`src/rtl/line_clear_scan.sv`:
```
`default_nettype none
// +--------------------------------------------------------------------------+
// | line_clear_scan: bottom-up full-row scan that compacts the board in place |
// | Optional: LINE_SCAN_TOTAL_EN adds o_total_lines.     Rev 1.0             |
// +--------------------------------------------------------------------------+
module line_clear_scan #(
  parameter int ROWS = 20,
  parameter int COLS = 10,
  parameter int AW   = 5
) (
  input  logic            clk,
  input  logic            rst,
  input  logic            i_start,
  output logic [AW-1:0]   o_rd_addr,
  input  logic [COLS-1:0] i_rd_data,
  output logic            o_wr_en,
  output logic [AW-1:0]   o_wr_addr,
  output logic [COLS-1:0] o_wr_data,
  output logic            o_busy,
  output logic            o_hit,
  output logic [1:0]      o_line_count,
  output logic            o_done
`ifdef LINE_SCAN_TOTAL_EN
  ,
  output logic [9:0]      o_total_lines
`endif
);

  typedef enum logic [2:0] {
    S_IDLE = 3'd0,
    S_RD   = 3'd1,
    S_EVAL = 3'd2,
    S_CLR  = 3'd3,
    S_DONE = 3'd4
  } state_t;

  localparam logic [AW-1:0] c_LAST = AW'(ROWS - 1);

  state_t        r_state, w_next;
  logic [AW-1:0] r_row, w_row_nxt;
  logic [AW-1:0] r_wptr, w_wptr_nxt;
  logic [4:0]    r_cnt, w_cnt_nxt;
  logic          r_busy, r_hit, r_done;
  logic [1:0]    r_line_count;
  logic          w_accept, w_full, w_done_st;
  logic [1:0]    w_lc;

  assign w_accept  = (r_state == S_IDLE) && i_start && !r_busy;
  assign w_full    = &i_rd_data;
  assign w_done_st = (r_state == S_DONE);
  assign w_lc      = (r_cnt >= 5'd4) ? 2'd3 : (r_cnt[1:0] - 2'd1);

  always_comb begin
    w_next     = r_state;
    w_row_nxt  = r_row;
    w_wptr_nxt = r_wptr;
    w_cnt_nxt  = r_cnt;
    o_rd_addr  = '0;
    o_wr_en    = 1'b0;
    o_wr_addr  = '0;
    o_wr_data  = '0;
    case (r_state)
      S_IDLE: begin
        if (w_accept) begin
          w_next     = S_RD;
          w_row_nxt  = c_LAST;
          w_wptr_nxt = c_LAST;
          w_cnt_nxt  = '0;
        end
      end
      S_RD: begin
        o_rd_addr = r_row;
        w_next    = S_EVAL;
      end
      S_EVAL: begin
        if (w_full) begin
          if (r_cnt != 5'd31) w_cnt_nxt = r_cnt + 5'd1;
        end else begin
          // Rows below the first full row are already in place; skip rewriting them.
          if (r_cnt != 5'd0) begin
            o_wr_en   = 1'b1;
            o_wr_addr = r_wptr;
            o_wr_data = i_rd_data;
          end
          w_wptr_nxt = r_wptr - 1'b1;
        end
        if (r_row == '0) begin
          w_next = (w_cnt_nxt != 5'd0) ? S_CLR : S_DONE;
        end else begin
          w_row_nxt = r_row - 1'b1;
          w_next    = S_RD;
        end
      end
      S_CLR: begin
        o_wr_en    = 1'b1;
        o_wr_addr  = r_wptr;
        w_wptr_nxt = r_wptr - 1'b1;
        if (r_wptr == '0) w_next = S_DONE;
      end
      S_DONE:  w_next = S_IDLE;
      default: w_next = S_IDLE;
    endcase
  end

  always_ff @(posedge clk or posedge rst) begin
    if (rst) begin
      r_state      <= S_IDLE;
      r_row        <= '0;
      r_wptr       <= '0;
      r_cnt        <= '0;
      r_busy       <= 1'b0;
      r_hit        <= 1'b0;
      r_done       <= 1'b0;
      r_line_count <= 2'd0;
    end else begin
      r_state <= w_next;
      r_row   <= w_row_nxt;
      r_wptr  <= w_wptr_nxt;
      r_cnt   <= w_cnt_nxt;
      r_done  <= w_done_st;
      r_hit   <= w_done_st && (r_cnt != 5'd0);
      if (w_done_st && (r_cnt != 5'd0)) r_line_count <= w_lc;
      // Busy spans through the done pulse so a start in that cycle is dropped.
      if (w_accept)    r_busy <= 1'b1;
      else if (r_done) r_busy <= 1'b0;
    end
  end

  assign o_busy       = r_busy;
  assign o_hit        = r_hit;
  assign o_done       = r_done;
  assign o_line_count = r_line_count;

`ifdef LINE_SCAN_TOTAL_EN
  logic [9:0]  r_total;
  logic [10:0] w_total_sum;

  assign w_total_sum = {1'b0, r_total} + {6'd0, r_cnt};

  always_ff @(posedge clk or posedge rst) begin
    if (rst) begin
      r_total <= 10'd0;
    end else if (w_done_st) begin
      r_total <= (w_total_sum > 11'd999) ? 10'd999 : w_total_sum[9:0];
    end
  end

  assign o_total_lines = r_total;
`endif

endmodule
`default_nettype wire

```
`config.mk`:
```
export PLATFORM = sky130hd
export DESIGN_NAME = line_clear_scan
export DESIGN_NICKNAME = d
export VERILOG_FILES = /design/src/rtl/line_clear_scan.sv
export SDC_FILE = /design/constraint.sdc
export NUM_CORES = 1
export LEC_CHECK = 0
export BUFFER_PORTS_ARGS = -buffer_cell sky130_fd_sc_hd__buf_2
export CAP_MARGIN = 10
export CORE_MARGIN = 2
export CORE_UTILIZATION = 40
export DETAILED_ROUTE_END_ITERATION = 10
export PLACE_DENSITY = 0.74
export SYNTH_ARGS = -nofsm -noshare
export SYNTH_HDL_FRONTEND = slang
export SYNTH_SLANG_ARGS = --single-unit
```
`constraint.sdc`:
```
create_clock -name clk -period 1.8 [get_ports clk]
set_input_delay 0.09 -clock clk [delete_from_list [all_inputs] [get_ports clk]]
set_output_delay 0.09 -clock clk [all_outputs]
set_load 0.01 [all_outputs]
```
# Yosys cells after proc, flatten, opt, wreduce, memory -nomap -nowiden
# Cells that the tools add are included.
[classes] addsub=4 order_cmp=1 n_eq_ne=9 n_mux=28 n_reduce_logical=17
[ops] operator="5-bit 2-to-1 mux" count=10
[ops] operator="10-bit 2-to-1 mux" count=3
[ops] operator="5-bit case mux with 2 select lines" count=3
[ops] operator="5-bit case mux with 3 select lines" count=1
[ops] operator="3-bit 2-to-1 mux" count=4
[ops] operator="3-bit case mux with 4 select lines" count=1
[ops] operator="5-bit logical NOT" count=2
[ops] operator="10-bit AND reduction" count=1
[ops] operator="5-bit nonzero test" count=2
[ops] operator="5-bit by 1-bit subtractor with 5-bit output (second input constant)" count=2
[ops] operator="2-bit != test (second input constant)" count=4
[ops] operator="3-bit by 2-bit == test with 1-bit output (second input constant)" count=2
[ops] operator="3-bit AND reduction" count=2
[ops] operator="5-bit by 1-bit adder with 5-bit output (second input constant)" count=1
[ops] operator="5-bit by 3-bit >= comparator with 1-bit output (second input constant)" count=1
[ops] operator="5-bit != test (second input constant)" count=1
[ops] operator="1-bit 2-to-1 mux" count=4
[ops] operator="2-bit AND reduction" count=2
[ops] operator="2-bit nonzero test" count=2
[ops] operator="3-bit by 1-bit == test with 1-bit output (second input constant)" count=1
[ops] operator="3-bit == test (second input constant)" count=1
[ops] operator="1-bit logical AND" count=3
[ops] operator="3-bit logical NOT" count=1
[ops] operator="3-bit nonzero test" count=1
[ops] operator="other kinds (4)" count=4
[totals] ff_bits=23 wordCells=67

# Longest topological paths before layout
# Gate-level depths: netlist of the first run.
[logic_depth] word_depth=8 mapped_depth=7 mapped_depth_nobuf=7

# Worst setup path after synthesis of the first run
# No wires, ideal clock.
[synth_path] path_type="flip-flop to flip-flop" from="reg r_row[0]" to="reg r_row[4]" setup_time_ns=0.132 arrival_time_ns=1.534 path_slack_ns=0.135 path_stages_with_launch=8 synth_period_minus_slack_ns=1.665 cell_sequence="dfrtp_1 -> inv_1 -> ha_1 -> nor4b_2 -> nand2_1 -> o211ai_2 -> o31ai_1 -> or3b_1"
[synth_via] elab_chain_len=3
[synth_lines] element="start: declaration" line="40" source="logic [AW-1:0] r_row, w_row_nxt;"
[synth_lines] element="start signal: assignment" line="117" source="r_row <= w_row_nxt;"
[synth_lines] element="5-bit by 1-bit subtractor with 5-bit output or 5-bit logical NOT (tied branches)" line="90, 87"
[synth_lines] element="5-bit 2-to-1 mux or 2-bit != test (tied branches)"
[synth_lines] element="5-bit case mux with 2 select lines or 3-bit AND reduction (tied branches)"
# Several ways; a longest one is shown, not always the timed one. The select of a mux whose other input is x is not followed.
# A chain may end at the register's enable or synchronous reset.

# Final worst setup path of the first run
[layout_path] from="reg r_row[1]" to="reg r_row[4]"
# Same word-level chain as after synthesis.

==> Flow_metrics.wiki, run 1 <==
{| class="wikitable"
! Metric !! Value
|-
| DR vias || 1,307
|-
| Fraction of final layout cells sized beyond drive strength 1 || 37.0%
|-
| Power density normalized to cell area || 608 nW/µm²
|-
| Share of async-settable or async-resettable flops after synthesis || 100%
|-
| Num CTS Buffers || 3
|-
| Met1 wire length || 1590 µm
|-
| Leakage component of the power || 0.947 nW
|-
| Synthesized netlist net count || 175
|-
| Final antenna diode count || 0
|-
| Clock latency on the worst-skew pair || 270 ps
|-
| Via count of the first global-routing pass || 1,183
|-
| Commonest cells in the netlist || dfrtp_1 (23), nor2_1 (14), and2_1 (11), and3_1 (11), inv_1 (10)
|-
| Max stage delay on crit path || 410 ps
|-
| Part of the total power dissipated in combinational logic || 19.0%
|-
| Layout Utilization || 52.4%
|-
| TritonRoute pass-1 iters || 4
|-
| Critical path's top delay family || simple AND/OR/NAND/NOR gates
|-
| CP endpoint kind || register
|-
| Fin Hold WS || 321 ps
|-
| Gp weighted congestion || 0.888
|-
| Number of warning messages in the yosys log || 0
|-
| Clock sink total || 23
|-
| Sw frac || 29.6%
|-
| Drt initial violations || 68
|-
| Synth area leader || dfrtp_1
|-
| Quantity of I/O buffers inserted on ports || 38
|-
| Area of the mapped netlist || 1480 µm²
|-
| Worst path required time || 1950 ps
|-
| Maximum fanout count along the critical path || 5
|-
| Primary flip-flop cell chosen by synthesis mapping || dfrtp_1
|-
| Number of different library cells in the post-synthesis netlist || 44
|-
| Cells on Worst Hold Path || 4
|-
| Worst min-delay path endpoint || r_wptr[4]
|-
| Remaining routing DRC violations || 0
|-
| CP Cell Sequence || inv_1 -> ha_1 -> nor4b_2 -> nand2_1 -> o211ai_2 -> nor4_1 -> or3b_1
|-
| Fraction of the yosys area taken by sequential cells || 38.8%
|-
| Critical path launch point type || register
|-
| Status || completed
|-
| DR WL met2 || 1720 µm
|-
| Standard-cell row count || 22
|-
| Max cap viols || 0
|-
| Post-layout min period || 1770 ps
|-
| H-tree levels || 1
|-
| Setup violators final || 0
|-
| Drt via density || 5.11
|-
| Max-slew violations || 0
|-
| I/O pin count || 39
|-
| Maximum clock insertion buffer count || 2
|-
| Pin count of the biggest net entering global routing || 24
|-
| HPWL reported at the end of detailed placement || 2510 µm
|-
| Worst hold-check path type || in2reg
|-
| Antenna violations before repair || 0
|-
| Peak supply drop || 0.000364 V
|-
| Type of the worst setup path || reg2reg
|-
| Number of nets in the final layout || 228
|-
| Number of enable-type register cells in the synthesized netlist || 0
|-
| Average size of a mapped cell || 9.50 µm²
|-
| Transition time of the tightest slew-check pin || 496 ps
|-
| Reg2Reg Launch Point || r_row[1]
|-
| Slew margin rel. || 66.8%
|-
| Final hold viol count || 0
|-
| Starting density of the core || 41.1%
|-
| Tot GR Track Use || 17.2%
|-
| Die ar. || 4210 µm²
|-
| Standard cell core area || 3610 µm²
|-
| Uppermost layer routed || met4
|-
| First-pass GRT wire length || 5560 µm
|-
| Internal power || 0.810 mW
|-
| Most common cell in the netlist || dfrtp_1
|-
| Flip-flop and latch count after synthesis || 23
|-
| Sequential cell fraction of total power || 52.9%
|-
| Clock share of power || 28.1%
|-
| Power spent charging and discharging nets || 0.340 mW
|-
| Aggregate global routing overflow || 0
|-
| Routed wire length on met3 || 115 µm
|-
| Remaining number of nets flagged by the antenna check after routing || 0
|-
| Clock slew at reported path FFs || 90 ps
|-
| Final Skew || 8.49 ps
|-
| Setup TNS || 0 ps
|-
| Upper clock frequency limit || 0.565 GHz
|-
| WP data arrival || 1920 ps
|-
| Top area cells in the synthesized netlist || dfrtp_1 (39%), ha_1 (5.1%), and2_1 (4.6%)
|-
| Final routed wirelength across all metal layers || 3440 µm
|-
| Gate count after technology mapping || 156
|-
| Bufs and invs on worst path || 1
|-
| Period utilization || 98.3%
|-
| Top-area cell type share of the netlist area || 38.8%
|-
| Startpoint of the worst hold path || i_start
|-
| Vert. Die Dim || 64.9 µm
|-
| Clock root buffer master || clkbuf_8
|-
| X dimension of the die || 64.9 µm
|-
| Wire per inst || 13.4 µm
|-
| Reg2reg setup slack || 30 ps
|-
| Slowest cell on the critical path || dfrtp_1
|-
| Cells on worst reg2reg path || 7
|-
| Terminus of the critical flop-to-flop path || r_row[4]
|-
| CTS tree || built
|-
| Signed area change from the synthesized netlist to the final layout || 27.4%
|}
layout make-up:
type	count	area, µm²
Clock buffer	3	41.3
Multi-Input combinational cell	119	870
Fill cell	340	1720
Inverter	10	37.5
Sequential cell	23	578
Tap cell	48	60.1
Timing Repair Buffer	52	298
Clock inverter	1	5.00
what timing repair did:
action                                  4_1_cts  5_1_grt
hold buffers                                  1        0
pin swaps                                     0        1
gates resized for setup                       1        7
endpoints found under the hold margin        23        0
buffers inserted                              0        3
endpoints found under the setup margin       13       24
worst min-delay path, delay by kind of cell:
kind / cells / cell delay [ps]
buffers and inverters: 2 / 280
AND/OR/NAND/NOR: 2 / 170
power by group through the flow:
stage,sequential [mW],combinational [mW],clock [mW]
finish,0.608,0.219,0.323
global route,0.617,0.245,0.374
CTS,0.608,0.215,0.340
detailed placement,0.617,0.212,0
global placement,0.617,0.202,0
floorplan,0.613,0.126,0
state kept, by name, indices dropped and copies added (netlist names):
name and flops:
o_done 1, r_wptr 5, r_state 3, o_hit 1
o_line_count 2, o_busy 1, r_row 5, r_cnt 5
cells in the final DEF (no fill, tap or decap), types with 3 or more instances in the layout:
cell type / Yosys / routed
inv_1: 10 / 10
nand2_1: 8 / 8
dfrtp_1: 23 / 21
and2_1: 11 / 11
nor2_1: 14 / 14
buf_2: 1 / 38
clkbuf_8: 0 / 3
a21oi_1: 6 / 5
buf_4: 0 / 13
a31oi_1: 5 / 5
ha_1: 6 / 5
nand3_1: 8 / 8
o21ai_0: 7 / 7
and3_1: 11 / 11
cells by family (layout without fill, tap and decap cells):
kind of cell	count (synthesis)	after routing	synth area share, %
and+or+nand+nor	74	74	31.7
AOI/OAI and AO/OA	33	33	16.5
DFF	23	23	38.8
buffers and inverters	14	66	4.14
adders and majority gates	6	6	5.06
xor gates and xnor gates	4	4	2.36
muxes	2	2	1.35
layer usage:
| layer | vias up | GRT usage, % |
|---|---|---|
| met3 | 2 | 3.30 |
| li1 | 661 | - |
| met5 | - | 0 |
| met1 | 619 | 21.4 |
| met4 | 0 | 5.05 |
| met2 | 25 | 29.9 |
metrics by stage:
step / setup slack [ps] / power, mW / instance area (µm²) / instances
final: 30.2 / 1.15 / 1890 / 256
after CTS: 7.72 / 1.16 / 1840 / 253
after detailed placement: 67.4 / 0.829 / 1780 / 248
after floorplan: 135 / 0.739 / 1480 / 156
after global placement: 119 / 0.819 / 1780 / 248
after global routing: -49.3 / 1.24 / 1890 / 256
how the worst max path moves through the flow:
stage                     startpoint            to  slack (ps)  cells past startpoint
final                       r_row[1]      r_row[4]          30                      7
after CTS                   r_cnt[2]  o_wr_addr[0]           8                      5
after detailed placement    r_row[1]      r_row[4]          70                      7
after floorplan             r_row[0]      r_row[4]         130                      7
after global routing        r_row[1]      r_row[4]         -50                      7
after global placement      r_row[1]      r_row[4]         120                      7
Power figures use the tool's default switching activity.
==> run 2, diff against run 1 <==
--- a/config.mk
+++ b/config.mk
@@ -10,7 +10,7 @@
 export CORE_MARGIN = 2
 export CORE_UTILIZATION = 40
 export DETAILED_ROUTE_END_ITERATION = 10
-export PLACE_DENSITY = 0.74
+export PLACE_DENSITY = 0.71
 export SYNTH_ARGS = -nofsm -noshare
 export SYNTH_HDL_FRONTEND = slang
 export SYNTH_SLANG_ARGS = --single-unit
==> constraint.sdc (replaced) <==
create_clock -name clk -period 2.1 [get_ports clk]
set_input_delay 0.105 -clock clk [delete_from_list [all_inputs] [get_ports clk]]
set_output_delay 0.105 -clock clk [all_outputs]
set_load 0.01 [all_outputs]
==> run 2 against run 1 <==
Global-route usage is 1.1 points lower. Clock power is 16% lower. Final area is 3.9% lower. Sequential power is 13% lower. Register-to-register slack better by 250 ps. Largest power group unchanged. Largest cell class unchanged. Worst setup slack better by 200 ps. Via count is 1.8% lower.
==> Flow_metrics.wiki, run 2 (synthesis results as in run 1) <==
{| class="wikitable"
! Metric !! Value
|-
| Clock slew at reported path FFs || 80 ps (about the same)
|-
| Max-slew violations || 0 (unchanged)
|-
| Wire per inst || 12.7 µm (-5.7%)
|-
| Max stage delay on crit path || 480 ps (+70 ps)
|-
| Fraction of final layout cells sized beyond drive strength 1 || 31.3% (-5.7 points)
|-
| Leakage component of the power || 0.913 nW (-3.5%)
|-
| X dimension of the die || 64.9 µm (unchanged)
|-
| Aggregate global routing overflow || 0 (unchanged)
|-
| Worst path required time || 2000 ps (+50 ps)
|-
| Pin count of the biggest net entering global routing || 24 (unchanged)
|-
| Max cap viols || 0 (unchanged)
|-
| Final antenna diode count || 0 (unchanged)
|-
| Vert. Die Dim || 64.9 µm (unchanged)
|-
| Final routed wirelength across all metal layers || 3160 µm (-8.3%)
|-
| First-pass GRT wire length || 5310 µm (-4.5%)
|-
| Type of the worst setup path || reg2out
|-
| Standard cell core area || 3610 µm² (unchanged)
|-
| Worst setup margin || 233 ps (+202 ps)
|-
| I/O pin count || 39 (unchanged)
|-
| Antenna violations before repair || 0 (unchanged)
|-
| Setup violators final || 0 (unchanged)
|-
| Commonest cells after routing, fill and taps aside || buf_2 (38), dfrtp_1 (23), nor2_1 (14), and3_1 (11), and2_1 (11)
|-
| Most common cell after layout, fill and taps aside || buf_2
|-
| Post-layout min period || 1870 ps
|-
| Count of filler cells inserted in the layout || 356 (+4.7%)
|-
| WP data arrival || 1760 ps (-160 ps)
|-
| Post-Place Setup Slack || 293 ps (+225 ps)
|-
| CP Cell Sequence || nor3_2 -> a21oi_1 -> o21a_1 -> and2_1 -> buf_2
|-
| Signed area change from the synthesized netlist to the final layout || 22.4%
|-
| Setup TNS || 0 ps (unchanged)
|-
| Quantity of I/O buffers inserted on ports || 38 (unchanged)
|-
| Starting density of the core || 41.1% (unchanged)
|-
| Remaining routing DRC violations || 0 (unchanged)
|-
| Slowest cell on the critical path || dfrtp_1
|-
| H-tree levels || 1 (unchanged)
|-
| Num CTS Buffers || 3 (unchanged)
|-
| Gp weighted congestion || 0.788 (-11%)
|-
| Standard-cell row count || 22 (unchanged)
|-
| Maximum fanout count along the critical path || 8 (+3)
|-
| Upper clock frequency limit || 0.536 GHz
|-
| Clock sink total || 23 (unchanged)
|-
| Drt via density || 5.15 (+0.92%)
|-
| Drt initial violations || 49 (-28%)
|-
| Critical path launch point type || register
|-
| Maximum clock insertion buffer count || 2 (unchanged)
|-
| CP endpoint kind || primary output
|-
| CTS tree || built
|-
| Clock latency on the worst-skew pair || 260 ps (about the same)
|-
| Via count of the first global-routing pass || 1,135 (-4.1%)
|-
| Period utilization || 88.9%
|-
| Remaining number of nets flagged by the antenna check after routing || 0 (unchanged)
|-
| Bufs and invs on worst path || 1 (unchanged)
|-
| Slew margin rel. || 63.0% (-3.8 points)
|-
| Number of buffers added for setup after CTS || 0 (unchanged)
|-
| Peak supply drop || 0.000437 V (+20%)
|-
| Transition time of the tightest slew-check pin || 548 ps (+51.7 ps)
|-
| Tot GR Track Use || 16.1% (-1.1 points)
|-
| Clock root buffer master || clkbuf_8
|-
| RSZ-0062 raised after global routing || false
|-
| Status || completed
|-
| Critical path's top delay family || simple AND/OR/NAND/NOR gates
|-
| Final Skew || 5.79 ps (-2.71 ps)
|-
| Largest registers || r_cnt x5, r_row x5, r_wptr x5
|-
| HPWL reported at the end of detailed placement || 2410 µm (-3.7%)
|-
| Die ar. || 4210 µm² (unchanged)
|-
| Number of nets in the final layout || 221 (-3.1%)
|-
| Worst hold-check path type || in2reg
|-
| TritonRoute pass-1 iters || 4 (unchanged)
|-
| DR vias || 1,283 (-1.8%)
|-
| Final hold viol count || 0 (unchanged)
|-
| Power density normalized to cell area || 529 nW/µm² (-13%)
|}
[run 2: routing by layer]
metal | track usage (%) | vias to the layer above | routed length (µm)
li1 | - | 644 | -
met2 | 25.9 | 26 | 1550
met5 | 0 | - | 0
met3 | 4.34 | 2 | 131
met4 | 2.66 | 0 | 18
met1 | 22.0 | 611 | 1450
[run 2: final cells by class]
class / instances / area, µm² / area share, %
inverters: 10 / 37.5 / 2.07
clock inverters: 1 / 5.00 / 0.276
flip-flops and latches: 23 / 576 / 31.7
clock buffers: 3 / 41.3 / 2.27
multi-input cells: 119 / 851 / 46.9
well taps: 48 / 60.1 / 3.31
repair buffers: 45 / 245 / 13.5
[run 2: what timing repair did]
item | CTS | global route
hold buffers | 1 | 0
resized for setup | 0 | 1
hold endpoints to repair | 23 | 0
endpoints found under the setup margin | 0 | 6
[run 2: path summary, 6_finish.rpt]
check                                     to      from  cells past startpoint  slack, ps
worst max-delay path            o_wr_addr[4]  r_cnt[2]                      5        230
worst min-delay path               r_wptr[4]   i_start                      4        270
worst max register to register      r_row[4]  r_row[0]                      7        280
worst min register to register        o_busy    o_done                      1        450
max in group asynchronous           r_cnt[4]       rst                      4       1450
min in group asynchronous           r_cnt[3]       rst                      4        420
[run 2: per-stage QoR]
step | util, % | hold slack, ps | area, µm² | cells | power (mW)
2_1_floorplan | - | 107 | 1480 | 156 | 0.633
3_3_place_gp | 48.6 | 161 | 1750 | 244 | 0.691
3_5_place_dp | 48.6 | 160 | 1750 | 244 | 0.697
4_1_cts | 50.2 | 271 | 1810 | 249 | 0.974
5_1_grt | 50.3 | 286 | 1820 | 249 | 1.02
6_report | 50.3 | 270 | 1820 | 249 | 0.961
[run 2: worst register-to-register path: cells and delay by family (launching register included)]
kind / cells / cell delay [ps]
simple gates: 3 / 680
flops: 1 / 400
compound gates: 2 / 330
fa+ha+maj: 1 / 200
buf+inv: 1 / 80
[run 2: where the power goes]
part	internal [mW]	switching [mW]
Sequential	0.480	0.0486
Combinational	0.0690	0.0913
Clock	0.132	0.139
==> run 3, diff against run 2 <==
==> config.mk (replaced) <==
export PLATFORM = sky130hd
export DESIGN_NAME = line_clear_scan
export DESIGN_NICKNAME = d
export VERILOG_FILES = /design/src/rtl/line_clear_scan.sv
export SDC_FILE = /design/constraint.sdc
export NUM_CORES = 1
export LEC_CHECK = 0
export BUFFER_PORTS_ARGS = -buffer_cell sky130_fd_sc_hd__buf_4
export CAP_MARGIN = 10
export CORE_MARGIN = 2
export CORE_UTILIZATION = 56
export DETAILED_ROUTE_END_ITERATION = 10
export PLACE_DENSITY = 0.92
export SYNTH_ARGS = -nofsm -noshare
export SYNTH_HDL_FRONTEND = slang
export SYNTH_SLANG_ARGS = --single-unit
==> run 3 against run 2 <==
Non-clock buffer count down 1. Die area down 27%. Final cell count is 7.6% lower. Final area is 3.2% higher. Fmax down 4.2%.
==> Flow_metrics.wiki, run 3 (synthesis results as in run 1) <==
{| class="wikitable"
! Metric !! Value
|-
| Post-layout min period || 1950 ps (+80.9 ps)
|-
| Commonest cells after routing, fill and taps aside || buf_4 (43), dfrtp_1 (22), nor2_1 (14), and3_1 (11), and2_1 (11)
|-
| Critical path's top delay family || compound AO/OA/AOI/OAI gates
|-
| Signed area change from the synthesized netlist to the final layout || 26.3%
|-
| Most common cell after layout, fill and taps aside || buf_4
|-
| Max-slew violations || 0 (unchanged)
|-
| Max cap viols || 0 (unchanged)
|-
| Vert. Die Dim || 55.5 µm (-15%)
|-
| Setup violators final || 0 (unchanged)
|-
| Slew margin rel. || 41.8% (-21 points)
|-
| Number of nets in the final layout || 220 (-0.45%)
|-
| Clock root buffer master || clkbuf_4
|-
| Clock slew at reported path FFs || 130 ps (+50 ps)
|-
| X dimension of the die || 55.5 µm (-15%)
|-
| Wire per inst || 16.1 µm (+27%)
|-
| Count of filler cells inserted in the layout || 177 (-50%)
|-
| Remaining number of nets flagged by the antenna check after routing || 0 (unchanged)
|-
| Peak supply drop || 0.000419 V (-4.0%)
|-
| Status || completed
|-
| Slowest cell on the critical path || dfrtp_1
|-
| Pwr Total || 0.917 mW (-4.5%)
|-
| Leakage component of the power || 0.905 nW (-0.94%)
|-
| Gp weighted congestion || 0.855 (+8.6%)
|-
| Worst hold-check path type || in2reg
|-
| First-pass GRT wire length || 6270 µm (+18%)
|-
| WP data arrival || 1840 ps (+80 ps)
|-
| Number of buffers added for setup after CTS || 0 (unchanged)
|-
| Max stage delay on crit path || 450 ps (-30 ps)
|-
| Drt initial violations || 34 (-31%)
|-
| Aggregate global routing overflow || 0 (unchanged)
|-
| Power density normalized to cell area || 490 nW/µm² (-7.4%)
|-
| Setup TNS || 0 ps (unchanged)
|-
| Tot GR Track Use || 25.3% (+9.2 points)
|-
| Bufs and invs on worst path || 2 (+1)
|-
| Quantity of I/O buffers inserted on ports || 38 (unchanged)
|-
| Placed Instance Area || 1820 µm² (+3.7%)
|-
| TritonRoute pass-1 iters || 4 (unchanged)
|-
| Worst path required time || 2000 ps (about the same)
|-
| RSZ-0062 raised after global routing || false
|-
| Upper clock frequency limit || 0.513 GHz (-4.2%)
|-
| Num CTS Buffers || 3 (unchanged)
|-
| Fraction of final layout cells sized beyond drive strength 1 || 31.5% (+0.16 points)
|-
| Post-Layout Cell Count || 230 (-7.6%)
|-
| Starting density of the core || 59.3% (+18 points)
|-
| Via count of the first global-routing pass || 1,391 (+23%)
|-
| Drt via density || 5.87 (+14%)
|-
| Antenna violations before repair || 0 (unchanged)
|-
| Maximum fanout count along the critical path || 11 (+3)
|-
| Standard-cell row count || 18 (-18%)
|-
| H-tree levels || 1 (unchanged)
|-
| Final routed wirelength across all metal layers || 3700 µm (+17%)
|-
| Type of the worst setup path || reg2out
|-
| Fin Hold WS || 247 ps (-22.3 ps)
|-
| Final Instance Area || 1870 µm² (+3.2%)
|-
| Largest registers || r_cnt x5, r_row x5, r_wptr x5
|-
| I/O pin count || 39 (unchanged)
|-
| Final Skew || 3.72 ps (-2.07 ps)
|-
| Period utilization || 92.8% (+3.9 points)
|-
| Final antenna diode count || 0 (unchanged)
|-
| CP endpoint kind || primary output
|-
| Clock latency on the worst-skew pair || 310 ps (+50 ps)
|-
| DR vias || 1,350 (+5.2%)
|-
| Number of cells after detailed placement || 225 (-7.8%)
|-
| Clock sink total || 23 (unchanged)
|-
| CTS tree || built
|-
| HPWL reported at the end of detailed placement || 2760 µm (+14%)
|-
| CP Cell Sequence || inv_1 -> ha_1 -> a21oi_4 -> o21a_1 -> and2_1 -> buf_4
|-
| Maximum clock insertion buffer count || 2 (unchanged)
|-
| Pin count of the biggest net entering global routing || 24 (unchanged)
|-
| Standard cell core area || 2500 µm² (-31%)
|-
| Final hold viol count || 0 (unchanged)
|-
| Critical path launch point type || register
|-
| Remaining routing DRC violations || 0 (unchanged)
|-
| Die ar. || 3080 µm² (-27%)
|-
| Transition time of the tightest slew-check pin || 873 ps (+325 ps)
|}
run 3: timing repair:
item	in CTS	in global routing
hold buffers	1	0
hold endpoints to repair	23	0
setup endpoints to repair	6	6
pin swaps	0	0
gates resized for setup	1	3
run 3: final timing paths:
path	from	to	slack (ps)	cells past startpoint
setup / recovery	r_cnt[1]	o_wr_addr[3]	150	6
hold / removal	i_start	r_wptr[4]	250	4
setup reg to reg	r_row[0]	r_row[4]	200	7
hold reg to reg	o_done	o_busy	460	1
max in group asynchronous	rst	r_cnt[0]	990	3
min in group asynchronous	rst	o_hit	520	3
run 3: per-layer routing:
metal,track usage (%),share of wire [%],wire length [µm],vias to the layer above
li1,-,-,-,644
met3,3.98,4.2,154,12
met5,0,0,0,-
met2,46.1,53,1950,42
met4,11.8,2.5,92,0
met1,28.6,41,1500,652
run 3: area by class of cell:
| class | count | area, µm² | area share (%) |
|---|---|---|---|
| Sequential cell | 23 | 577 | 30.8 |
| Multi-Input combinational cell | 119 | 862 | 46.0 |
| Tap cell | 30 | 37.5 | 2.00 |
| Clock buffer | 4 | 26.3 | 1.40 |
| Inverter | 10 | 37.5 | 2.00 |
| Timing Repair Buffer | 44 | 333 | 17.8 |
run 3: power by group:
group	leakage, nW	internal (mW)	switching, mW
clock	0.0150	0.0742	0.138
combinational	0.604	0.0791	0.0947
sequential	0.286	0.480	0.0511
run 3: worst reg2reg max path: stages (launching register included):
cell	delay, ps
dfrtp_1	430
inv_1	100
ha_1	210
nor4b_2	170
nand2_1	160
o211ai_2	160
o31ai_1	200
or3b_1	370
run 3: through the flow:
stage | utilization, % | setup slack [ps]
finish | 74.9 | 152
global route | 74.9 | 15.8
CTS | 74.4 | 38.7
detailed placement | 72.8 | 242
global placement | 72.8 | 287
floorplan | - | 435
